**src/rtl/pid_prog_sequencer_pkg.sv**
```systemverilog
// Shared types and constants for the PID program sequencer.
package sloth_pid_pkg;

    localparam int unsigned DEPTH   = 16;
    localparam int unsigned ADDR_W  = $clog2(DEPTH);
    localparam int unsigned DATA_W  = 16;
    localparam int unsigned INSTR_W = 7;
    localparam int unsigned NREGS   = 4;

    localparam int unsigned OP_MSB  = 6;
    localparam int unsigned OP_LSB  = 4;
    localparam int unsigned DST_MSB = 3;
    localparam int unsigned DST_LSB = 2;
    localparam int unsigned SRC_MSB = 1;
    localparam int unsigned SRC_LSB = 0;

    typedef enum logic [2:0] {
        OP_NOP = 3'd0,
        OP_MOV = 3'd1,
        OP_AND = 3'd2,
        OP_OR  = 3'd3,
        OP_XOR = 3'd4,
        OP_NOT = 3'd5,
        OP_ADD = 3'd6,
        OP_SUB = 3'd7
    } op_e;

    typedef enum logic [1:0] {
        IDLE = 2'd0,
        EXEC = 2'd1,
        DONE = 2'd2
    } state_e;

endpackage

```
**src/rtl/pid_prog_sequencer_if.sv**
```systemverilog
// Host / datapath side bundle of the program sequencer.
interface pid_prog_sequencer_if;
    import sloth_pid_pkg::*;

    logic                 prog_we;
    logic [ADDR_W-1:0]    prog_addr;
    logic [INSTR_W-1:0]   prog_data;
    logic [ADDR_W:0]      prog_len;
    logic                 start;
    logic [DATA_W-1:0]    a0;
    logic [DATA_W-1:0]    a1;
    logic [DATA_W-1:0]    b0;
    logic [DATA_W-1:0]    b1;
    logic                 busy;
    logic                 done;
    logic [DATA_W-1:0]    y0;
    logic [DATA_W-1:0]    y1;
    logic [DATA_W-1:0]    y2;
    logic [DATA_W-1:0]    y3;

    modport master (
        output prog_we, prog_addr, prog_data, prog_len, start, a0, a1, b0, b1,
        input  busy, done, y0, y1, y2, y3
    );

    modport slave (
        input  prog_we, prog_addr, prog_data, prog_len, start, a0, a1, b0, b1,
        output busy, done, y0, y1, y2, y3
    );
endinterface

```
**src/rtl/pid_prog_alu.sv**
```systemverilog
// Single-instruction ALU: combines destination and source register values.
module pid_prog_alu
    import sloth_pid_pkg::*;
(
    input  op_e               op,
    input  logic [DATA_W-1:0] rd,
    input  logic [DATA_W-1:0] rs,
    output logic [DATA_W-1:0] res_c
);

    // Opcode decode; NOT is logical (zero test), ADD/SUB wrap
    always_comb begin
        res_c = rd;
        case (op)
            OP_NOP: res_c = rd;
            OP_MOV: res_c = rs;
            OP_AND: res_c = rd & rs;
            OP_OR:  res_c = rd | rs;
            OP_XOR: res_c = rd ^ rs;
            OP_NOT: res_c = (rs == '0) ? DATA_W'(1) : '0;
            OP_ADD: res_c = rd + rs;
            OP_SUB: res_c = rd - rs;
        endcase
    end

endmodule

```
**src/rtl/pid_prog_sequencer.sv**
```systemverilog
// Micro-sequencer executing one program-memory instruction per clock
// over a four-entry register file loaded from the operand inputs.
module pid_prog_sequencer
    import sloth_pid_pkg::*;
(
    input  logic                 clk,
    input  logic                 rst,
    pid_prog_sequencer_if.slave  bus
);

    localparam int unsigned LEN_W = ADDR_W + 1;

    state_e               state, state_n;
    logic [ADDR_W-1:0]    pc, pc_n;
    logic [LEN_W-1:0]     len, len_n, len_clamp_c;
    logic [DATA_W-1:0]    r     [NREGS];
    logic [DATA_W-1:0]    r_n   [NREGS];
    logic [DATA_W-1:0]    y_q   [NREGS];
    logic [DATA_W-1:0]    y_n   [NREGS];
    logic                 busy_q, busy_n;
    logic                 done_q, done_n;
    logic                 mem_we;
    logic [INSTR_W-1:0]   mem   [DEPTH];
    logic [INSTR_W-1:0]   instr;
    op_e                  op;
    logic [1:0]           dst, src;
    logic [DATA_W-1:0]    alu_res;

    assign instr = mem[pc];
    assign op    = op_e'(instr[OP_MSB:OP_LSB]);
    assign dst   = instr[DST_MSB:DST_LSB];
    assign src   = instr[SRC_MSB:SRC_LSB];

    assign len_clamp_c = (bus.prog_len > LEN_W'(DEPTH)) ? LEN_W'(DEPTH) : bus.prog_len;

    pid_prog_alu u_alu (
        .op    (op),
        .rd    (r[dst]),
        .rs    (r[src]),
        .res_c (alu_res)
    );

    // Program memory write port; contents survive reset
    always_ff @(posedge clk) begin
        if (mem_we) begin
            mem[bus.prog_addr] <= bus.prog_data;
        end
    end

    // State, pc, register file and output registers
    always_ff @(posedge clk or posedge rst) begin
        if (rst) begin
            state  <= IDLE;
            pc     <= '0;
            len    <= '0;
            busy_q <= 1'b0;
            done_q <= 1'b0;
            for (int i = 0; i < NREGS; i++) begin
                r[i]   <= '0;
                y_q[i] <= '0;
            end
        end else begin
            state  <= state_n;
            pc     <= pc_n;
            len    <= len_n;
            busy_q <= busy_n;
            done_q <= done_n;
            r      <= r_n;
            y_q    <= y_n;
        end
    end

    // Next-state, register-file update and program-write acceptance
    always_comb begin
        state_n = state;
        pc_n    = pc;
        len_n   = len;
        r_n     = r;
        y_n     = y_q;
        mem_we  = 1'b0;

        case (state)
            IDLE: begin
                if (bus.start) begin
                    r_n[0] = bus.a0;
                    r_n[1] = bus.a1;
                    r_n[2] = bus.b0;
                    r_n[3] = bus.b1;
                    len_n  = len_clamp_c;
                    pc_n   = '0;
                    if (len_clamp_c == '0) begin
                        y_n     = r_n;
                        state_n = DONE;
                    end else begin
                        state_n = EXEC;
                    end
                end else if (bus.prog_we) begin
                    mem_we = 1'b1;
                end
            end
            EXEC: begin
                r_n[dst] = alu_res;
                pc_n     = pc + ADDR_W'(1);
                if ({1'b0, pc} == (len - LEN_W'(1))) begin
                    y_n     = r_n;
                    state_n = DONE;
                end
            end
            DONE: begin
                state_n = IDLE;
                mem_we  = bus.prog_we;
            end
            default: state_n = IDLE;
        endcase

        busy_n = (state_n == EXEC);
        done_n = (state_n == DONE);
    end

    assign bus.busy = busy_q;
    assign bus.done = done_q;
    assign bus.y0   = y_q[0];
    assign bus.y1   = y_q[1];
    assign bus.y2   = y_q[2];
    assign bus.y3   = y_q[3];

endmodule

```
**src/flat_wrapper.sv**
```systemverilog
// flat-port wrapper written by rule: the top's interface ports become plain ports
module pid_prog_sequencer_flat import sloth_pid_pkg::*;
  (clk, rst, bus_prog_we, bus_prog_addr, bus_prog_data, bus_prog_len, bus_start, bus_a0, bus_a1, bus_b0, bus_b1, bus_busy, bus_done, bus_y0, bus_y1, bus_y2, bus_y3);
  pid_prog_sequencer_if bus_i ();
  input  logic clk;
  input  logic rst;
  input wire logic [$bits(bus_i.prog_we)-1:0] bus_prog_we;
  input wire logic [$bits(bus_i.prog_addr)-1:0] bus_prog_addr;
  input wire logic [$bits(bus_i.prog_data)-1:0] bus_prog_data;
  input wire logic [$bits(bus_i.prog_len)-1:0] bus_prog_len;
  input wire logic [$bits(bus_i.start)-1:0] bus_start;
  input wire logic [$bits(bus_i.a0)-1:0] bus_a0;
  input wire logic [$bits(bus_i.a1)-1:0] bus_a1;
  input wire logic [$bits(bus_i.b0)-1:0] bus_b0;
  input wire logic [$bits(bus_i.b1)-1:0] bus_b1;
  output wire logic [$bits(bus_i.busy)-1:0] bus_busy;
  output wire logic [$bits(bus_i.done)-1:0] bus_done;
  output wire logic [$bits(bus_i.y0)-1:0] bus_y0;
  output wire logic [$bits(bus_i.y1)-1:0] bus_y1;
  output wire logic [$bits(bus_i.y2)-1:0] bus_y2;
  output wire logic [$bits(bus_i.y3)-1:0] bus_y3;
  assign bus_i.prog_we = bus_prog_we;
  assign bus_i.prog_addr = bus_prog_addr;
  assign bus_i.prog_data = bus_prog_data;
  assign bus_i.prog_len = bus_prog_len;
  assign bus_i.start = bus_start;
  assign bus_i.a0 = bus_a0;
  assign bus_i.a1 = bus_a1;
  assign bus_i.b0 = bus_b0;
  assign bus_i.b1 = bus_b1;
  assign bus_busy = bus_i.busy;
  assign bus_done = bus_i.done;
  assign bus_y0 = bus_i.y0;
  assign bus_y1 = bus_i.y1;
  assign bus_y2 = bus_i.y2;
  assign bus_y3 = bus_i.y3;
  pid_prog_sequencer u_core (.clk(clk), .rst(rst), .bus(bus_i));
endmodule
```
**config.mk**
```make
export PLATFORM = sky130hd
export DESIGN_NAME = pid_prog_sequencer_flat
export DESIGN_NICKNAME = d
export VERILOG_FILES = /design/src/rtl/pid_prog_sequencer_pkg.sv /design/src/rtl/pid_prog_sequencer_if.sv /design/src/rtl/pid_prog_alu.sv /design/src/rtl/pid_prog_sequencer.sv /design/src/flat_wrapper.sv
export SDC_FILE = /design/constraint.sdc
export NUM_CORES = 1
export LEC_CHECK = 0
export CAP_MARGIN = 20
export CORE_UTILIZATION = 50
export CTS_BUF_LIST = sky130_fd_sc_hd__clkbuf_8
export DETAILED_ROUTE_END_ITERATION = 10
export DONT_BUFFER_PORTS = 1
export GPL_ROUTABILITY_DRIVEN = 1
export HOLD_SLACK_MARGIN = 0.03
export PLACE_DENSITY = 0.72
export SYNTH_ARGS = -nofsm -noshare
export SYNTH_HDL_FRONTEND = slang
export SYNTH_SLANG_ARGS = --single-unit
```
**constraint.sdc**
```tcl
create_clock -name clk -period 5.81 [get_ports clk]
set_input_delay 1.743 -clock clk [delete_from_list [all_inputs] [get_ports clk]]
set_output_delay 1.743 -clock clk [all_outputs]
set_load 0.02 [all_outputs]
```
==> results.cfg, run 1 <==
[clock_network]
cts-root-buf = clkbuf_8
cts_buffer_depth = 3
clk_latency_ns = 0.59
clk_pin_slew_ns = 0.07
cts_tree = built
cts_setup_buffers = 0
cts-htree-levels = 2
numCtsBuffers = 41
clock_sinks = 253

[detailed_routing]
drc = 0
maxUsedRoutingLayer = met4
drtIter0Drc = 1288
met1_length_um = 18200
dr.pass1.iters = 7
avgRoutedWirePerCell_um = 23.9
avgViaCountPerCell = 6.45
totalWireLength_um = 44800
wl_met3_um = 4710
wl_met2_um = 20200
detail-route-antenna-nets = 0
vias = 12100

[yosys]
synth.yosys.warnings = 0
synth_top_cell_by_area = dfrtp_1
synth.most_common_cell = nand2_1
synth_common_cells = nand2_1, dfrtp_1, o21ai_0, nor2_1, a21oi_1
synth_edf_count = 112
ys_ff_latch = 253
syn_area_um2 = 14700
yosysUniqueCellTypes = 86
syn_nets = 1592
syn_area_per_cell_um2 = 10.1
yosys-top-cells-area = dfrtp_1, edfxtp_1, nand2_1, mux4_2, o21ai_0
synth_flop_cell = dfrtp_1
seq_area_frac_synth_pct = 46.9
synthArstFlopShare_pct = 55.7
synth_top_area_share_pct = 24.0
syn-instance-count = 1459

[sta]
fmax_mhz = 183
post-route-min-period_ns = 5.45
tns_ns = 0
holdWs_ns = 0.521
tightest_slew_ns = 1.10
finalClockSkew_ns = 0.0264
hold_viol = 0
setup_violations = 0
rsz0062_at_grt = no
fin_crit_sh_pct = 93.9
drv_slew = 0
timing.slew.headroom_pct = 26.4

[floorplanning]
die_area_um2 = 30100
coreArea_um2 = 28800
start_util_pct = 51.1
pin_count = 150
die_h_um = 173
die_x_um = 173
fp-row-count = 62

[global_route]
antenna_found_initial = 1
grt_max_degree = 126
grt_pass1_vias = 11800
gr-usage-all-layers_pct = 29.9
grt_pass1_wl_um = 69200
overflow = 0

[finish]
final_cell_area_um2 = 16000
final_nets = 1593
drive_gt1_share_pct = 13.3
regArea_um2 = 6890
n_antenna_cell = 0
fillers = 2473
area_growth_pct = 8.86
multiInputGateArea_um2 = 7260
fin_util_pct = 55.6

[run_status]
status = finished, final reports clean

[place]
post_dp_cell_area_um2 = 15200
port-buffer-count = 0
gp_congestion = 0.997
dp_hpwl_um = 32200

[setup_path]
start_kind = flip-flop
end_kind = flip-flop
worstPathMaxFanout = 12
required_ns = 6.27
critical_path_arrival_ns = 5.92
critPathKind = flip-flop to flip-flop

[hold_path]
holdCritPathClass = flip-flop to flip-flop

[flow_run]
cap_violations = 0
-- final timing paths --
kind                                          startpoint                            end  slack (ns)  cells after the start
worst max-delay path            u_core.pc[0]$_DFFE_PP0P_  u_core.bus.y0[11]$_DFFE_PP0P_        0.36                     18
worst min-delay path            u_core.r[52]$_DFFE_PP0P_       u_core.r[52]$_DFFE_PP0P_        0.52                      2
worst max register to register  u_core.pc[0]$_DFFE_PP0P_  u_core.bus.y0[11]$_DFFE_PP0P_        0.36                     18
worst min register to register  u_core.r[52]$_DFFE_PP0P_       u_core.r[52]$_DFFE_PP0P_        0.52                      2
max in group asynchronous                            rst       u_core.pc[0]$_DFFE_PP0P_        3.85                      2
min in group asynchronous                            rst   u_core.bus.y1[8]$_DFFE_PP0P_        0.93                      1
-- logic make-up after synthesis --
group	Yosys count	synth area share [%]
AOI/OAI and AO/OA	438	19.1
xor gates and xnor gates	31	1.85
adders and majority gates	49	4.22
buffers and inverters	138	4.20
DFF	253	46.9
muxes	106	10.3
and+or+nand+nor	444	13.5
-- area by class of cell --
| cell class | instances | share of cell area [%] |
|---|---|---|
| clock buffers | 47 | 4.04 |
| clock inverters | 26 | 0.852 |
| inverters | 47 | 1.13 |
| multi-input cells | 1068 | 45.4 |
| flip-flops and latches | 253 | 43.1 |
| well taps | 384 | 3.00 |
| repair buffers | 49 | 2.50 |
-- state kept, by name, summed over array words and instances (netlist names) --
signal	cells
u_core.bus.y1	16
u_core.bus.y0	16
u_core.bus.y2	16
u_core.bus.done	1
u_core.state	2
u_core.r	64
u_core.bus.y3	16
u_core.bus.busy	1
u_core.pc	4
u_core.len	5
u_core.mem	112
-- metrics by stage --
| step | cells | setup slack [ns] |
|---|---|---|
| 3_5_place_dp | 1801 | 0.0827 |
| 4_1_cts | 1874 | 0.0458 |
| 2_1_floorplan | 1459 | 0.286 |
| 5_1_grt | 1874 | 0.0624 |
| 6_report | 1874 | 0.357 |
| 3_3_place_gp | 1800 | 0.238 |
-- worst max-delay path, cell delays in order, from the launching register on --
cell and delay (ns):
dfrtp_2 0.46, mux4_2 0.52, mux4_2 0.63, buf_4 0.25
mux2_2 0.28, o21ai_0 0.30, inv_1 0.12, ha_1 0.40
a21o_1 0.19, a21o_1 0.16, a21o_1 0.18, a21o_1 0.17
a21oi_1 0.20, nand3b_1 0.10, o21a_1 0.28, a211o_1 0.34
a41oi_2 0.38, a21oi_1 0.14, a211o_1 0.24
-- timing repair --
| item | CTS | global route |
|---|---|---|
| hold buffers | 0 | 0 |
| resized for setup | 0 | 12 |
| endpoints found under the setup margin | 0 | 43 |
-- per-layer routing --
layer	up-vias	global-route usage, %
met5	-	0
met4	0	12.8
li1	5388	-
met1	5912	39.3
met2	646	46.4
met3	139	8.22
-- cells in the final DEF, fill, tap and decap left out, types with 12 or more instances in the layout --
cell	instances
mux4_2	31
and3_1	12
mux2_2	25
nor3_1	23
inv_1	56
buf_4	45
nand2b_1	12
nand3_1	22
dfrtp_1	140
o21ai_0	133
clkbuf_8	47
o22ai_1	23
a221o_1	13
ha_1	48
nor2_1	120
nand2_1	194
edfxtp_1	112
mux2i_1	46
a22oi_1	14
a21oi_1	116
xnor2_1	25
o21ai_1	17
or3_1	13
o221ai_1	12
Power of run 1 is left out: the tool's default activity adds up to more than one toggle a clock period on the data nets, which glitch-free logic cannot reach.
==> inputs of run 2 (changes only) <==
--- a/config.mk
+++ b/config.mk
@@ -6,6 +6,7 @@
 export NUM_CORES = 1
 export LEC_CHECK = 0
 export CAP_MARGIN = 20
+export CORE_ASPECT_RATIO = 1.75
 export CORE_UTILIZATION = 50
 export CTS_BUF_LIST = sky130_fd_sc_hd__clkbuf_8
 export DETAILED_ROUTE_END_ITERATION = 10
==> results.cfg, run 2 (same netlist as run 1, synthesis figures left out) <==
[finish]
largest_reg_flops = 112
drive_gt1_share_pct = 13.1
top_regs = u_core.mem x112, u_core.r x64
final_cell_mix = nand2_1, dfrtp_1, o21ai_0
fin_cells = 1862
largest_register = u_core.mem
final_nets = 1587
final_common_cell = nand2_1
fillers = 2589
area_growth_pct = 8.76

[global_route]
overflow = 0
gr-usage-all-layers_pct = 31.5
grt_pass1_wl_um = 71500
grt_max_degree = 92
antenna_found_initial = 2
grt_pass1_vias = 12100

[clock_network]
clk_latency_ns = 0.59
cts-htree-levels = 2
clk_pin_slew_ns = 0.07
numCtsBuffers = 39
cts_buffer_depth = 3
cts_setup_buffers = 0
clock_sinks = 253
cts_tree = built
cts-root-buf = clkbuf_8

[floorplanning]
die_x_um = 132
die_h_um = 229
pin_count = 150
start_util_pct = 51.2
fp-row-count = 82
die_area_um2 = 30100
coreArea_um2 = 28700

[hold_path]
min_to = u_core.r[6]$_DFFE_PP0P_
holdCritPathClass = flip-flop to flip-flop
holdPathStages = 2
hold_start = u_core.r[6]$_DFFE_PP0P_

[detailed_routing]
avgViaCountPerCell = 6.48
avgRoutedWirePerCell_um = 25.2
drtIter0Drc = 1024
drc = 0
vias = 12100
totalWireLength_um = 46900
dr.pass1.iters = 6
detail-route-antenna-nets = 0

[sta]
fin_crit_sh_pct = 94.4
fmax_mhz = 182
setup_violations = 0
tns_ns = 0
finalClockSkew_ns = 0.0597
rsz0062_at_grt = no
hold_viol = 0
drv_slew = 0
tightest_slew_ns = 1.26
post-route-min-period_ns = 5.48
timing.slew.headroom_pct = 15.1

[setup_path]
reg2reg_depth = 18
worstPathMaxFanout = 12
startpoint = u_core.pc[0]$_DFFE_PP0P_
reg2reg_from = u_core.pc[0]$_DFFE_PP0P_
critical_path_arrival_ns = 5.99
crit_path_top_delay_cell = mux4_2
required_ns = 6.32
start_kind = flip-flop
r2r_slack_ns = 0.33
critPathKind = flip-flop to flip-flop
cp_cell_sequence = buf_4 > mux4_2 > mux4_2 > and3_1 > a21oi_1 > xnor2_1 > ha_1 > a21o_1 > a21oi_1 > o211ai_1 > a41o_1 > a21o_1 > a21oi_1 > xnor2_1 > nand2_1 > a32oi_2 > o22ai_1 > a21oi_1
critical-path-max-stage-delay_ns = 0.57
end_kind = flip-flop
critPathMostFrequentCell = a21oi_1
worst_r2r_endpoint = u_core.r[12]$_DFFE_PP0P_

[place]
port-buffer-count = 0
place_inst = 1790
dp_hpwl_um = 35000
gp_congestion = 0.973

[run_status]
status = finished, final reports clean

[flow_run]
cap_violations = 0
run 2: changes by cell type in the layout (fill, tap and decap cells not counted), sizes merged:
cell	before	now
inv	61	52
buf	49	44
clkinvlp	1	2
clkinv	11	13
clkbuf	47	46
diode	0	2
bufinv	0	4
run 2: worst max-delay path: cells and delay by family (launching register included):
| family | cells | cell delay (ns) |
|---|---|---|
| simple gates | 2 | 0.39 |
| xor+xnor | 2 | 0.25 |
| flops | 1 | 0.53 |
| fa+ha+maj | 1 | 0.40 |
| compound gates | 10 | 2.41 |
| mux | 2 | 1.10 |
| buf+inv | 1 | 0.32 |
run 2: final cells by class:
type                            count  area [µm²]  share of cell area [%]
Antenna cell                        2        5.00                  0.0313
Inverter                           47         181                    1.13
Tap cell                          378         473                    2.96
Sequential cell                   253        6890                    43.1
Multi-Input combinational cell   1068        7240                    45.3
Clock buffer                       45         619                    3.87
Clock inverter                     24         218                    1.36
Timing Repair Buffer               45         354                    2.21
run 2: worst max path at each step:
| stage | slack (ns) | cells after the start | end |
|---|---|---|---|
| floorplan | 0.29 | 1 | u_core.bus.busy$_DFF_PP0_ |
| global placement | 0.20 | 19 | u_core.bus.y2[9]$_DFFE_PP0P_ |
| detailed placement | 0.20 | 20 | u_core.bus.y2[12]$_DFFE_PP0P_ |
| CTS | 0.18 | 19 | u_core.bus.y3[9]$_DFFE_PP0P_ |
| global route | 0.02 | 21 | u_core.bus.y1[14]$_DFFE_PP0P_ |
| finish | 0.33 | 18 | u_core.r[12]$_DFFE_PP0P_ |
run 2: per-layer routing:
metal | up-vias | GRT usage [%] | wire (µm)
li1 | 5367 | - | -
met1 | 5919 | 33.4 | 15900
met3 | 191 | 7.07 | 3630
met4 | 0 | 20.4 | 3260
met5 | - | 0 | 0
met2 | 591 | 55.8 | 24100
run 2: timing repair:
| item | CTS | global route |
|---|---|---|
| resized for setup | 0 | 6 |
| setup endpoints to repair | 0 | 51 |
| hold buffers | 0 | 0 |
| endpoints found under the hold margin | 0 | 0 |
run 2: metrics by stage:
stage	worst slack (ns)	hold slack, ns	area (µm²)	utilization, %
after CTS	0.185	0.529	16000	55.5
after detailed placement	0.205	0.513	15100	52.6
final	0.327	0.533	16000	55.6
after global routing	0.0238	0.558	16000	55.6
after floorplan	0.286	0.471	14700	-
after global placement	0.204	0.492	15100	52.6
Power of run 2 is left out for the same reason.
